## src/rtl/fabric_pkg.sv

```systemverilog
// Shared flit encodings, LFSR constants and FSM state types
// for the packet fabric node.
package fabric_pkg;

    localparam logic [1:0] FLIT_BODY = 2'b00;
    localparam logic [1:0] FLIT_HEAD = 2'b01;
    localparam logic [1:0] FLIT_TAIL = 2'b10;
    localparam logic [1:0] FLIT_RSVD = 2'b11;

    localparam logic [15:0] LFSR_SEED = 16'hACE1;
    // x^16 + x^14 + x^13 + x^11 + 1 -> register bits 15,13,12,10
    localparam logic [15:0] LFSR_TAPS = 16'hB400;

    typedef enum logic [2:0] {
        TX_IDLE,
        TX_HEAD,
        TX_BODY,
        TX_TAIL,
        TX_DONE
    } tx_state_t;

    typedef enum logic {
        RX_WAIT_HEAD,
        RX_IN_PKT
    } rx_state_t;

    function automatic int flit_w(input int data_size);
        return data_size + 2;
    endfunction

endpackage

```

## src/rtl/fabric_lfsr.sv

```systemverilog
// 16-bit Fibonacci LFSR, reloaded from i_seed while reset is high
// and stepping once per clock otherwise.
module fabric_lfsr
    import fabric_pkg::*;
(
    input  logic        clk,
    input  logic        i_rst,
    input  logic [15:0] i_seed,
    output logic [15:0] o_state
);

    logic [15:0] r_lfsr;
    logic        w_fb;

    assign w_fb    = ^(r_lfsr & LFSR_TAPS);
    assign o_state = r_lfsr;

    always_ff @(posedge clk) begin
        if (i_rst) begin
            r_lfsr <= i_seed;
        end else begin
            r_lfsr <= {r_lfsr[14:0], w_fb};
        end
    end

endmodule

```

## src/rtl/fabric.sv

```systemverilog
// Fabric node: generates random packets to peer nodes and
// checks/counts the packets it receives.
module fabric
    import fabric_pkg::*;
#(
    parameter int DATA_SIZE    = 4,
    parameter int ADDR_SIZE    = 1,
    parameter int ADDR         = 0,
    parameter int NODES_NUM    = 2,
    parameter int PACKS_TO_GEN = 10,
    parameter int MAX_PACK_LEN = 10,
    parameter int DEBUG        = 0
) (
    input  logic                         clk,
    input  logic                         a_rst,
    input  logic [flit_w(DATA_SIZE)-1:0] data_i,
    input  logic                         in_w,
    output logic                         in_r,
    output logic [flit_w(DATA_SIZE)-1:0] data_o,
    output logic                         out_w,
    input  logic                         out_r
);

    localparam int FW = flit_w(DATA_SIZE);
    localparam int CW = DATA_SIZE + 1;
    localparam logic [ADDR_SIZE-1:0] SRC = ADDR_SIZE'(ADDR);

    logic [15:0] w_lfsr;

    fabric_lfsr u_lfsr (
        .clk     (clk),
        .i_rst   (a_rst),
        .i_seed  (LFSR_SEED ^ 16'(ADDR)),
        .o_state (w_lfsr)
    );

    // ---------------- generator ----------------
    tx_state_t            r_tx_state;
    tx_state_t            w_tx_next;
    logic [FW-1:0]        r_data_o;
    logic [FW-1:0]        w_data_nxt;
    logic [DATA_SIZE-1:0] r_len;
    logic [DATA_SIZE-1:0] w_len_calc;
    logic [DATA_SIZE-1:0] r_body_cnt;
    logic [DATA_SIZE-1:0] w_body_nxt;
    logic [ADDR_SIZE-1:0] w_dest_calc;
    logic [DATA_SIZE-1:0] w_head_pl;
    logic [15:0]          r_sent_cnt;
    logic                 w_tx_fire;
    logic                 w_len_ld;
    logic                 w_sent;

    assign w_len_calc = DATA_SIZE'(
        16'd2 + (w_lfsr % 16'(MAX_PACK_LEN - 1)));
    // offset 1..NODES_NUM-1 from our own address, so never ourselves
    assign w_dest_calc = ADDR_SIZE'(
        (ADDR + 1 + int'(w_lfsr[15:8]) % (NODES_NUM - 1))
        % NODES_NUM);

    assign out_w = (r_tx_state == TX_HEAD) ||
                   (r_tx_state == TX_BODY) ||
                   (r_tx_state == TX_TAIL);
    assign data_o    = r_data_o;
    assign w_tx_fire = out_w & out_r;

    always_comb begin
        w_tx_next  = r_tx_state;
        w_data_nxt = r_data_o;
        w_body_nxt = r_body_cnt;
        w_len_ld   = 1'b0;
        w_sent     = 1'b0;
        w_head_pl  = '0;
        w_head_pl[ADDR_SIZE-1:0]           = w_dest_calc;
        w_head_pl[2*ADDR_SIZE-1:ADDR_SIZE] = SRC;
        unique case (r_tx_state)
            TX_IDLE: begin
                if (r_sent_cnt >= 16'(PACKS_TO_GEN)) begin
                    w_tx_next = TX_DONE;
                end else begin
                    w_tx_next  = TX_HEAD;
                    w_data_nxt = {FLIT_HEAD, w_head_pl};
                    w_len_ld   = 1'b1;
                end
            end
            TX_HEAD: begin
                if (w_tx_fire) begin
                    w_body_nxt = '0;
                    if (r_len == DATA_SIZE'(2)) begin
                        w_tx_next  = TX_TAIL;
                        w_data_nxt = {FLIT_TAIL, r_len};
                    end else begin
                        w_tx_next  = TX_BODY;
                        w_data_nxt = {FLIT_BODY,
                                      w_lfsr[DATA_SIZE-1:0]};
                    end
                end
            end
            TX_BODY: begin
                if (w_tx_fire) begin
                    w_body_nxt = r_body_cnt + 1'b1;
                    if (w_body_nxt == r_len - DATA_SIZE'(2)) begin
                        w_tx_next  = TX_TAIL;
                        w_data_nxt = {FLIT_TAIL, r_len};
                    end else begin
                        w_data_nxt = {FLIT_BODY,
                                      w_lfsr[DATA_SIZE-1:0]};
                    end
                end
            end
            TX_TAIL: begin
                if (w_tx_fire) begin
                    w_sent     = 1'b1;
                    w_data_nxt = '0;
                    if (r_sent_cnt == 16'(PACKS_TO_GEN - 1)) begin
                        w_tx_next = TX_DONE;
                    end else begin
                        w_tx_next = TX_IDLE;
                    end
                end
            end
            TX_DONE: begin
                w_tx_next = TX_DONE;
            end
            default: begin
                w_tx_next  = TX_IDLE;
                w_data_nxt = '0;
            end
        endcase
    end

    always_ff @(posedge clk) begin
        if (a_rst) begin
            r_tx_state <= TX_IDLE;
            r_data_o   <= '0;
            r_len      <= '0;
            r_body_cnt <= '0;
            r_sent_cnt <= '0;
        end else begin
            r_tx_state <= w_tx_next;
            r_data_o   <= w_data_nxt;
            r_body_cnt <= w_body_nxt;
            if (w_len_ld) begin
                r_len <= w_len_calc;
            end
            if (w_sent && r_sent_cnt != 16'hFFFF) begin
                r_sent_cnt <= r_sent_cnt + 16'd1;
            end
        end
    end

    // ---------------- receiver ----------------
    rx_state_t            r_rx_state;
    rx_state_t            w_rx_next;
    logic                 r_in_r;
    logic [CW-1:0]        r_rx_cnt;
    logic [CW-1:0]        w_cnt_nxt;
    logic [CW-1:0]        w_cnt_inc;
    logic                 r_drop;
    logic                 w_drop_nxt;
    logic [1:0]           w_type;
    logic [DATA_SIZE-1:0] w_pl;
    logic                 w_rx_fire;
    logic                 w_over;
    logic                 w_dest_ok;
    logic                 w_rx_ok;
    logic                 w_rx_err;
    logic [15:0]          r_recv_cnt;
    logic [15:0]          r_err_cnt;

    assign in_r      = r_in_r;
    assign w_type    = data_i[FW-1:DATA_SIZE];
    assign w_pl      = data_i[DATA_SIZE-1:0];
    assign w_rx_fire = in_w & r_in_r;
    assign w_cnt_inc = r_rx_cnt + 1'b1;
    assign w_over    = w_cnt_inc > CW'(MAX_PACK_LEN);
    assign w_dest_ok = w_pl[ADDR_SIZE-1:0] == SRC;

    // A misaddressed packet is counted once at its head and the rest
    // of it is swallowed silently (r_drop) up to its tail.
    always_comb begin
        w_rx_next  = r_rx_state;
        w_cnt_nxt  = r_rx_cnt;
        w_drop_nxt = r_drop;
        w_rx_ok    = 1'b0;
        w_rx_err   = 1'b0;
        if (w_rx_fire) begin
            unique case (w_type)
                FLIT_HEAD: begin
                    w_rx_err = ((r_rx_state == RX_IN_PKT) && !r_drop)
                               || !w_dest_ok;
                    w_rx_next  = RX_IN_PKT;
                    w_cnt_nxt  = CW'(1);
                    w_drop_nxt = !w_dest_ok;
                end
                FLIT_BODY: begin
                    if (r_rx_state == RX_WAIT_HEAD) begin
                        w_rx_err = 1'b1;
                    end else if (w_over) begin
                        w_rx_err   = !r_drop;
                        w_rx_next  = RX_WAIT_HEAD;
                        w_cnt_nxt  = '0;
                        w_drop_nxt = 1'b0;
                    end else begin
                        w_cnt_nxt = w_cnt_inc;
                    end
                end
                FLIT_TAIL: begin
                    if (r_rx_state == RX_WAIT_HEAD) begin
                        w_rx_err = 1'b1;
                    end else begin
                        w_rx_next  = RX_WAIT_HEAD;
                        w_cnt_nxt  = '0;
                        w_drop_nxt = 1'b0;
                        if (!r_drop) begin
                            if (w_over || {1'b0, w_pl} != w_cnt_inc) begin
                                w_rx_err = 1'b1;
                            end else begin
                                w_rx_ok = 1'b1;
                            end
                        end
                    end
                end
                default: begin
                    w_rx_err   = 1'b1;
                    w_rx_next  = RX_WAIT_HEAD;
                    w_cnt_nxt  = '0;
                    w_drop_nxt = 1'b0;
                end
            endcase
        end
    end

    always_ff @(posedge clk) begin
        if (a_rst) begin
            r_in_r     <= 1'b0;
            r_rx_state <= RX_WAIT_HEAD;
            r_rx_cnt   <= '0;
            r_drop     <= 1'b0;
            r_recv_cnt <= '0;
            r_err_cnt  <= '0;
        end else begin
            r_in_r     <= 1'b1;
            r_rx_state <= w_rx_next;
            r_rx_cnt   <= w_cnt_nxt;
            r_drop     <= w_drop_nxt;
            if (w_rx_ok && r_recv_cnt != 16'hFFFF) begin
                r_recv_cnt <= r_recv_cnt + 16'd1;
            end
            if (w_rx_err && r_err_cnt != 16'hFFFF) begin
                r_err_cnt <= r_err_cnt + 16'd1;
            end
        end
    end

    if (DEBUG != 0) begin : g_dbg
        always @(posedge clk) begin
            if (!a_rst && w_sent)
                $display("%0t node %0d: packet sent", $time, ADDR);
            if (!a_rst && w_rx_ok)
                $display("%0t node %0d: packet received", $time, ADDR);
            if (!a_rst && w_rx_err)
                $display("%0t node %0d: receive error", $time, ADDR);
        end
    end

endmodule

```

## config.mk

```make
export PLATFORM = sky130hd
export DESIGN_NAME = fabric
export DESIGN_NICKNAME = d
export VERILOG_FILES = /design/src/rtl/fabric_pkg.sv /design/src/rtl/fabric_lfsr.sv /design/src/rtl/fabric.sv
export SDC_FILE = /design/constraint.sdc
export NUM_CORES = 1
export LEC_CHECK = 0
export CORE_UTILIZATION = 45
export CTS_CLUSTER_DIAMETER = 100
export DETAILED_ROUTE_END_ITERATION = 10
export DONT_BUFFER_PORTS = 1
export PLACE_DENSITY_LB_ADDON = 0.2
export SYNTH_ARGS = -nofsm -noshare
export SYNTH_HDL_FRONTEND = slang
export SYNTH_SLANG_ARGS = --single-unit
```

## constraint.sdc

```tcl
create_clock -name clk -period 29.4 [get_ports clk]
set_input_delay 7.35 -clock clk [delete_from_list [all_inputs] [get_ports clk]]
set_output_delay 7.35 -clock clk [all_outputs]
set_load 0.05 [all_outputs]
```

==> impl_results.md, run 1 <==
- Synth Instances: around 750
- Peak supply drop: approximately 0.000062 V
- Most used cell, CP: ha_1
- Worst clock skew: between 0.01 and 0.015 ns
- Worst path slowest cell: dfxtp_1
- Top_reg_cell synth: dfxtp_1
- CTS Hold Bufs: 0
- Crit path largest cell delay: approximately 0.76 ns
- Post-synthesis cell area: 5680 sq um
- IO buf count: 0
- Die outline height: ~110 microns
- Vias in the first global route: ~5,100
- Row Count: 40
- Inserted Diodes: 0
- Starting DRT DRC Count: approximately 410
- Most frequent cells in the layout: 79 x nor2_1, 74 x nand2_1, 54 x a21oi_1
- Initial antenna violation count: 0
- Lkg Pwr: 2.13 nW
- FFs w/ async S/R, synth: 0%
- Num CTS Buffers: 5
- Synth Warn #: 0
- Hpwl dp: ~11,000 microns
- Cell Pwr Density: roughly 130 nW/um^2
- Synth unique cells: between 100 and 150
- Actual slew at the worst max-slew pin: ~0.98 ns
- Post-Place Setup Slack: roughly 17 ns
- ANT nets after route: 0
- Min Tclk post-route: 12.52 ns
- Setup ws final: about 17 ns
- Root buf cell: clkbuf_16
- Max-capacitance violation count: 0
- H-Tree Depth: 2
- Setup violations, final: 0
- Slew margin rel.: between 30% and 40%
- WL per Instance: roughly 16 microns
- Clock sinks: 50
- Fmax: about 80 MHz
- Pin count of the biggest net entering global routing: between 40 and 50
- Crit end category: flop
- Clock tree buffer depth: 2
- Final Non-Filler Cells: approximately 900
- First-pass GRT wire length: around 25,000 microns
- Post-synth EDFFs: 0
- Fill cells: between 1,000 and 1,500
- Worst setup SP type: flop
- Hold/Removal Path Class: reg2reg
- Core Area: approximately 12,000 sq um
- Clk slew on worst S/H paths: 0.06 ns
- Worst EP arrival: 12.73 ns
- # DRC: 0
- Syn_area_per_cell: 7.55 sq um
- R2R Path End: r_len[3]
- Ports: 18
- CP Max Fanout: 22
- Starting Density: roughly 47%
- Worst r2r src: u_lfsr.o_state[12]
- Seq cells post-synth: 50
- Sequential area share after synthesis: approximately 18%
- First drt pass iteration count: 5
- Worst setup path end: r_len[3]
- GRT Util Overall: 23.1%
- CTS tree: built
- RePlAce Congestion: 0.913
- Placed insts: ~890
- NumNets Final: around 750
- Util after Layout: about half
- Post-CTS Setup Inserts: 0
- Final clock period utilization by the worst path: between 40 and 50%
- Critical Path Start: u_lfsr.o_state[12]
- Area grow syn2layout: 3.46%
- Flop2flop setup slack: ~17 ns
- Wirelength, routed: around 15,000 microns
- Status: completed
- Via/cell ratio: around 6.3
- Clk_lat worst skew: about 0.29 ns
- Worst endpoint required time: ~30 ns
- Syn Nets: 774
- Chip Width: between 100 and 150 microns
- R2R cell count: 41
- Die area: roughly 13,000 sq um
- Leading cell type in the layout, fill and taps excluded: nor2_1
- GRT overflow: 0
- Layout cell share with drive strength beyond 1: between 10% and 20%
- RSZ-0062 raised after global routing: no
- Hold Vio Cnt, Final: 0
- Setup_tns: 0 ns
- Pins Over Slew Limit: 0
- Post-CTS sizing: 0
- Kind of critical path: reg2reg
- Via count: between 5,000 and 6,000
registers in the layout (all words and copies together), names as in the netlist:
name,flops
u_lfsr.o_state,16
data_o,6
r_tx_state,3
r_sent_cnt,16
r_body_cnt,4
in_r,1
r_len,4
metal layers:
metal / vias up / track usage, % / routed length, microns
met1: 2647 / 33.0 / 7040
met4: 0 / 4.16 / 210
li1: 2809 / - / -
met2: 138 / 37.5 / 6590
met5: - / 0 / 0
met3: 22 / 2.91 / 678
metrics by stage:
step | cell area (sq um) | power [W] | hold slack [ns]
floorplan | 5680 | 0.000584 | 0.463
global placement | 5710 | 0.000675 | 0.484
detailed placement | 5710 | 0.000685 | 0.483
CTS | 5880 | 0.000755 | 0.492
global route | 5880 | 0.000833 | 0.526
finish | 5880 | 0.000764 | 0.498
cell type report:
class | count | area (sq um) | area share (%)
repair buffers | 1 | 7.51 | 0.128
inverters | 25 | 93.8 | 1.60
flip-flops and latches | 50 | 1000 | 17.0
clock inverters | 1 | 30.0 | 0.511
clock buffers | 6 | 139 | 2.36
well taps | 168 | 210 | 3.58
multi-input cells | 643 | 4400 | 74.8
power breakdown:
part | leakage [nW] | total [W] | internal, W | switching (W)
Combinational | 1.64 | 0.000605 | 0.000216 | 0.000389
Sequential | 0.410 | 0.0000944 | 0.0000750 | 0.0000194
Clock | 0.0829 | 0.0000653 | 0.0000420 | 0.0000233
Total | 2.13 | 0.000764 | 0.000333 | 0.000432
synth_stat cells (9+ instances only):
master | instances | area [sq um]
clkbuf_1 | 16 | 60.1
xnor2_1 | 23 | 201
nand4_1 | 9 | 56.3
a21oi_1 | 54 | 270
o21ai_0 | 25 | 125
nand3_1 | 18 | 90.1
or3_1 | 14 | 87.6
and3_1 | 16 | 100
nand2_1 | 74 | 278
mux2i_1 | 10 | 100
ha_1 | 11 | 138
nand2b_1 | 13 | 81.3
nor2_1 | 79 | 297
a21oi_2 | 9 | 78.8
and2_1 | 11 | 68.8
o211ai_1 | 13 | 97.6
a211oi_1 | 16 | 120
inv_1 | 22 | 82.6
xor2_1 | 16 | 140
nor3_1 | 21 | 105
buf_2 | 11 | 55.1
dfxtp_1 | 50 | 1000
worst min path at each step:
| stage | startpoint | depth (start not counted) | end | slack (ns) |
|---|---|---|---|---|
| after global routing | r_len[2] | 2 | r_len[2] | 0.53 |
| final | r_len[2] | 2 | r_len[2] | 0.50 |
| after floorplan | r_len[2] | 2 | r_len[2] | 0.46 |
| after detailed placement | r_len[2] | 2 | r_len[2] | 0.48 |
| after CTS | r_len[2] | 2 | r_len[2] | 0.49 |
| after global placement | r_len[2] | 2 | r_len[2] | 0.48 |
logic make-up (layout without fill, tap and decap cells):
kind of cell	after synthesis	after routing	share of synthesized area [%]
flops	50	50	17.6
compound gates	263	263	36.7
simple gates	313	313	29.1
buf+inv	60	33	5.00
mux	14	14	2.62
xor+xnor	39	39	6.01
fa+ha+maj	14	14	2.97
critical path: cells and delay by family (launching register included):
family / cells / cell delay (ns)
compound gates: 16 / 4.30
xor+xnor: 4 / 0.79
fa+ha+maj: 4 / 1.30
flops: 1 / 0.76
mux: 4 / 1.13
simple gates: 13 / 4.11
No activity file was read; power rests on OpenSTA's default activity.
==> inputs of run 2 (changes only) <==
- clock period: 29.4 -> 12.6 ns (I/O delays scaled with it)
==> impl_results.md, run 2 (synthesis gave the netlist of run 1 again) <==
- First drt pass iteration count: 5
- Reg area: 1000 sq um
- Core Area: approximately 12,000 sq um
- Worst setup SP type: flop
- Pin count of the biggest net entering global routing: 42
- WL per Instance: 16.4 microns
- Clock sinks: 50
- CP bufs+invs: 1
- Leading cell type in the layout, fill and taps excluded: nor2_1
- First-pass GRT wire length: about 25,000 microns
- Slew margin rel.: 37.8%
- Total power: about 0.0018 W
- CTS tree: built
- Num CTS Buffers: 5
- RSZ-0062 raised after global routing: no
- Wirelength, routed: around 15,000 microns
- Chip Width: ~110 microns
- Actual slew at the worst max-slew pin: a little over 0.9 ns
- Crit-path leading delay family: compound AO/OA/AOI/OAI gates
- Most frequent cells in the layout: 79 x nor2_1, 74 x nand2_1, 54 x a21oi_1
- Cell Pwr Density: about 300 nW/um^2
- Clk slew on worst S/H paths: 0.06 ns
- RePlAce Congestion: ~0.88
- Hpwl dp: about 11,000 microns
- Root buf cell: clkbuf_16
- H-Tree Depth: 2
- ANT nets after route: 0
- Initial antenna violation count: 0
- Layout cell share with drive strength beyond 1: around 12%
- Setup violations, final: 0
- Crit path largest cell delay: roughly 0.65 ns
- GRT overflow: 0
- Area of the multi-input gates: around 4400 sq um
- NumNets Final: about 750
- Peak supply drop: 0.000116 V
- Crit end category: flop
- Critical Path Start: u_lfsr.o_state[13]
- Hold Vio Cnt, Final: 0
- Fill cells: 1,236
- Worst endpoint required time: roughly 13 ns
- Max-capacitance violation count: 0
- R2R cell count: 42
- Worst clock skew: about 0.0068 ns
- Starting Density: between 40% and 50%
- Worst r2r src: u_lfsr.o_state[13]
- Row Count: 40
- Post-CTS sizing: 0
- Pins Over Slew Limit: 0
- Clk_lat worst skew: between 0.2 and 0.3 ns
- Die area: ~13,000 sq um
- Ports: 18
- Crit path depth: 42
- Final clock period utilization by the worst path: about 94%
- Min-delay src: r_len[2]
- Lkg Pwr: ~2.1 nW
- Clock tree buffer depth: 2
- Vias in the first global route: between 5,000 and 6,000
- Fmax: roughly 84 MHz
- CTS Hold Bufs: 0
- Via/cell ratio: ~6.4
- Die outline height: 114 microns
- IO buf count: 0
- # DRC: 0
- Hold WS: between 0.4 and 0.5 ns
- Inserted Diodes: 0
- Worst EP arrival: around 12 ns
- Area grow syn2layout: 3.87%
- Hold path cells: 2
- Most used cell, CP: ha_1
- Post-CTS Setup Inserts: 0
- Util after Layout: approximately half
- Min Tclk post-route: 11.85 ns
- Status: completed
- Worst path slowest cell: or4_1
- Via count: 5,773
- Kind of critical path: reg2reg
- CP Max Fanout: 16
- Hold/Removal Path Class: reg2reg
- Starting DRT DRC Count: ~500
- Setup_tns: 0 ns
- GRT Util Overall: roughly 23%
[run 2: worst register-to-register path: cells and delay by family (launching register included)]
family / cells / cell delay (ns)
DFF: 1 / 0.52
AOI/OAI and AO/OA: 16 / 4.26
buffers and inverters: 1 / 0.17
and+or+nand+nor: 13 / 3.85
xor gates and xnor gates: 4 / 0.77
adders and majority gates: 4 / 1.06
muxes: 4 / 1.17
[run 2: area by class of cell]
type / count / area share [%]
clock buffer: 5 / 2.12
clock inverter: 3 / 0.678
inverter: 25 / 1.59
multi-input combinational: 643 / 74.8
sequential: 50 / 17.0
tap: 168 / 3.56
timing repair buffer: 2 / 0.254
[run 2: final timing paths]
kind / endpoint / slack [ns]
worst max-delay path: r_len[3] / 0.75
worst min-delay path: r_len[2] / 0.50
worst max register to register: r_len[3] / 0.75
worst min register to register: r_len[2] / 0.50
[run 2: per-stage QoR]
step                      cell area [sq um]  instances  worst slack (ns)
after floorplan                        5680        753              2.72
after global placement                 5720        888             0.605
after detailed placement               5720        888             0.357
after CTS                              5880        896             0.300
after global routing                   5900        896            0.0300
final                                  5900        896             0.752
[run 2: per-layer routing]
| layer | global-route usage [%] | part of all wire [%] |
|---|---|---|
| met1 | 32.2 | 48 |
| met2 | 37.0 | 45 |
| met3 | 2.86 | 5.4 |
| met4 | 6.75 | 1.6 |
| met5 | 0 | 0 |
[run 2: power by group]
group,switching (W),total [W],internal [W]
logic,0.000916,0.00142,0.000507
clock network,0.0000583,0.000151,0.0000930
registers,0.0000442,0.000219,0.000175
total,0.00102,0.00179,0.000775
==> inputs of run 3 (changes only) <==
- CAP_MARGIN: not set -> 0
- CORE_UTILIZATION: 45 -> 37
- SLEW_MARGIN: not set -> 25
==> impl_results.md, run 3 (synthesis gave the netlist of run 1 again) <==
- Final clock period utilization by the worst path: roughly 94%
- GRT overflow: 0
- Clock power frac: about 8.5%
- Final Non-Filler Cells: between 900 and 1,000
- Hpwl dp: 11,200 microns
- Row Count: 44
- Worst EP arrival: about 12 ns
- Switch Pwr: roughly 0.0010 W
- Clk slew on worst S/H paths: 0.07 ns
- Initial antenna violation count: 0
- Setup violations, final: 0
- Logic gate share of total power: 79.3%
- ANT nets after route: 0
- Pins Over Slew Limit: 0
- Lkg Pwr: 2.14 nW
- IO buf count: 0
- Chip Width: 126 microns
- Hold/Removal Path Class: reg2reg
- Total power: 0.00180 W
- Wirelength, routed: 15,000 microns
- Via count: 5,583
- Peak supply drop: about 0.00015 V
- Post-CTS sizing: 0
- Num CTS Buffers: 5
- Worst setup SP type: flop
- Hold Vio Cnt, Final: 0
- Inserted Diodes: 0
- Fill cells: 1,604
- Cell Pwr Density: between 300 and 400 nW/um^2
- Vias in the first global route: between 5,000 and 6,000
- Area grow syn2layout: 4.43%
- Ports: 18
- Post-CTS Setup Inserts: 0
- Util after Layout: between 40% and 50%
- Layout cell share with drive strength beyond 1: 12.1%
- Status: completed
- Register share of total power: between 10 and 15%
- First drt pass iteration count: 4
- Clock tree buffer depth: 2
- Most frequent cells in the layout: 79 x nor2_1, 74 x nand2_1, 54 x a21oi_1
- NumNets Final: ~750
- Max-capacitance violation count: 0
- Root buf cell: clkbuf_16
- Starting Density: ~39%
- Clk_lat worst skew: 0.29 ns
- Pin count of the biggest net entering global routing: 42
- GRT Util Overall: 18.9%
- First-pass GRT wire length: 25,400 microns
- Worst clock skew: 0.00660 ns
- Via/cell ratio: a little over 6
- Worst endpoint required time: around 13 ns
- Fmax: between 80 and 90 MHz
- Min Tclk post-route: around 12 ns
- Clock sinks: 50
- Die outline height: 126 microns
- Worst path slowest cell: or4_1
- Leading cell type in the layout, fill and taps excluded: nor2_1
- Post-Place Setup Slack: approximately 0.39 ns
- CP Max Fanout: 16
- Starting DRT DRC Count: roughly 420
- Most used cell, CP: ha_1
- # DRC: 0
- Kind of critical path: reg2reg
- CTS Hold Bufs: 0
- WL per Instance: roughly 16 microns
- H-Tree Depth: 2
- Setup_tns: 0 ns
- Setup ws final: 0.811 ns
- RSZ-0062 raised after global routing: no
- RePlAce Congestion: ~0.84
- Crit end category: flop
- Placed insts: slightly above 900
- Core Area: around 15,000 sq um
- Pint: approximately 0.00079 W
- CTS tree: built
- Slew margin rel.: between 30 and 40%
- Die area: approximately 16,000 sq um
- Switching Share: 56.4%
- Actual slew at the worst max-slew pin: 1.00 ns
- Crit path largest cell delay: approximately 0.60 ns
## run 3: cell types whose count changed in the layout (fill, tap and decap cells not counted)
cell	delta
buf_4	+1
clkbuf_1	+1
clkinv_2	-2
clkinvlp_4	+1
nand3_1	+1
nand3_2	-1
xnor2_1	-1
xnor2_2	+1
## run 3: per-stage QoR
| stage | area [sq um] | hold slack [ns] |
|---|---|---|
| after floorplan | 5680 | 0.463 |
| after global placement | 5750 | 0.485 |
| after detailed placement | 5750 | 0.489 |
| after CTS | 5910 | 0.499 |
| after global routing | 5930 | 0.527 |
| final | 5930 | 0.502 |
## run 3: worst max-delay path: cells and delay by family, from the launching register on
family                     cells  cell delay (ns)
and+or+nand+nor               13             3.65
xor gates and xnor gates       4             0.64
AOI/OAI and AO/OA             16             4.32
buffers and inverters          2             0.33
adders and majority gates      4             1.04
DFF                            1             0.53
muxes                          4             1.18
## run 3: final timing paths
check	startpoint	endpoint	slack, ns	cells past startpoint
max	u_lfsr.o_state[13]	r_len[3]	0.81	43
min	r_len[2]	r_len[2]	0.50	2
max reg2reg	u_lfsr.o_state[13]	r_len[3]	0.81	43
min reg2reg	r_len[2]	r_len[2]	0.50	2
## run 3: cell type report
type,count,area (sq um),share of cell area [%]
repair buffers,3,22.5,0.380
clock inverters,2,37.5,0.633
well taps,184,230,3.88
multi-input cells,643,4420,74.5
inverters,25,93.8,1.58
clock buffers,6,129,2.17
flip-flops and latches,50,1000,16.9
## run 3: routing by layer
layer | GRT usage (%) | up-vias | wire (microns)
met5 | 0 | - | 0
met4 | 3.47 | 0 | 141
met3 | 2.85 | 15 | 536
met2 | 31.3 | 104 | 6760
met1 | 26.0 | 2657 | 7550
li1 | - | 2807 | -
## run 3: power by group through the flow
stage / Clock, W / Combinational [W] / Sequential [W]
2_1_floorplan: 0 / 0.00116 / 0.000205
3_3_place_gp: 0 / 0.00138 / 0.000221
3_5_place_dp: 0 / 0.00139 / 0.000222
4_1_cts: 0.000160 / 0.00140 / 0.000218
5_1_grt: 0.000165 / 0.00156 / 0.000222
6_report: 0.000154 / 0.00143 / 0.000218
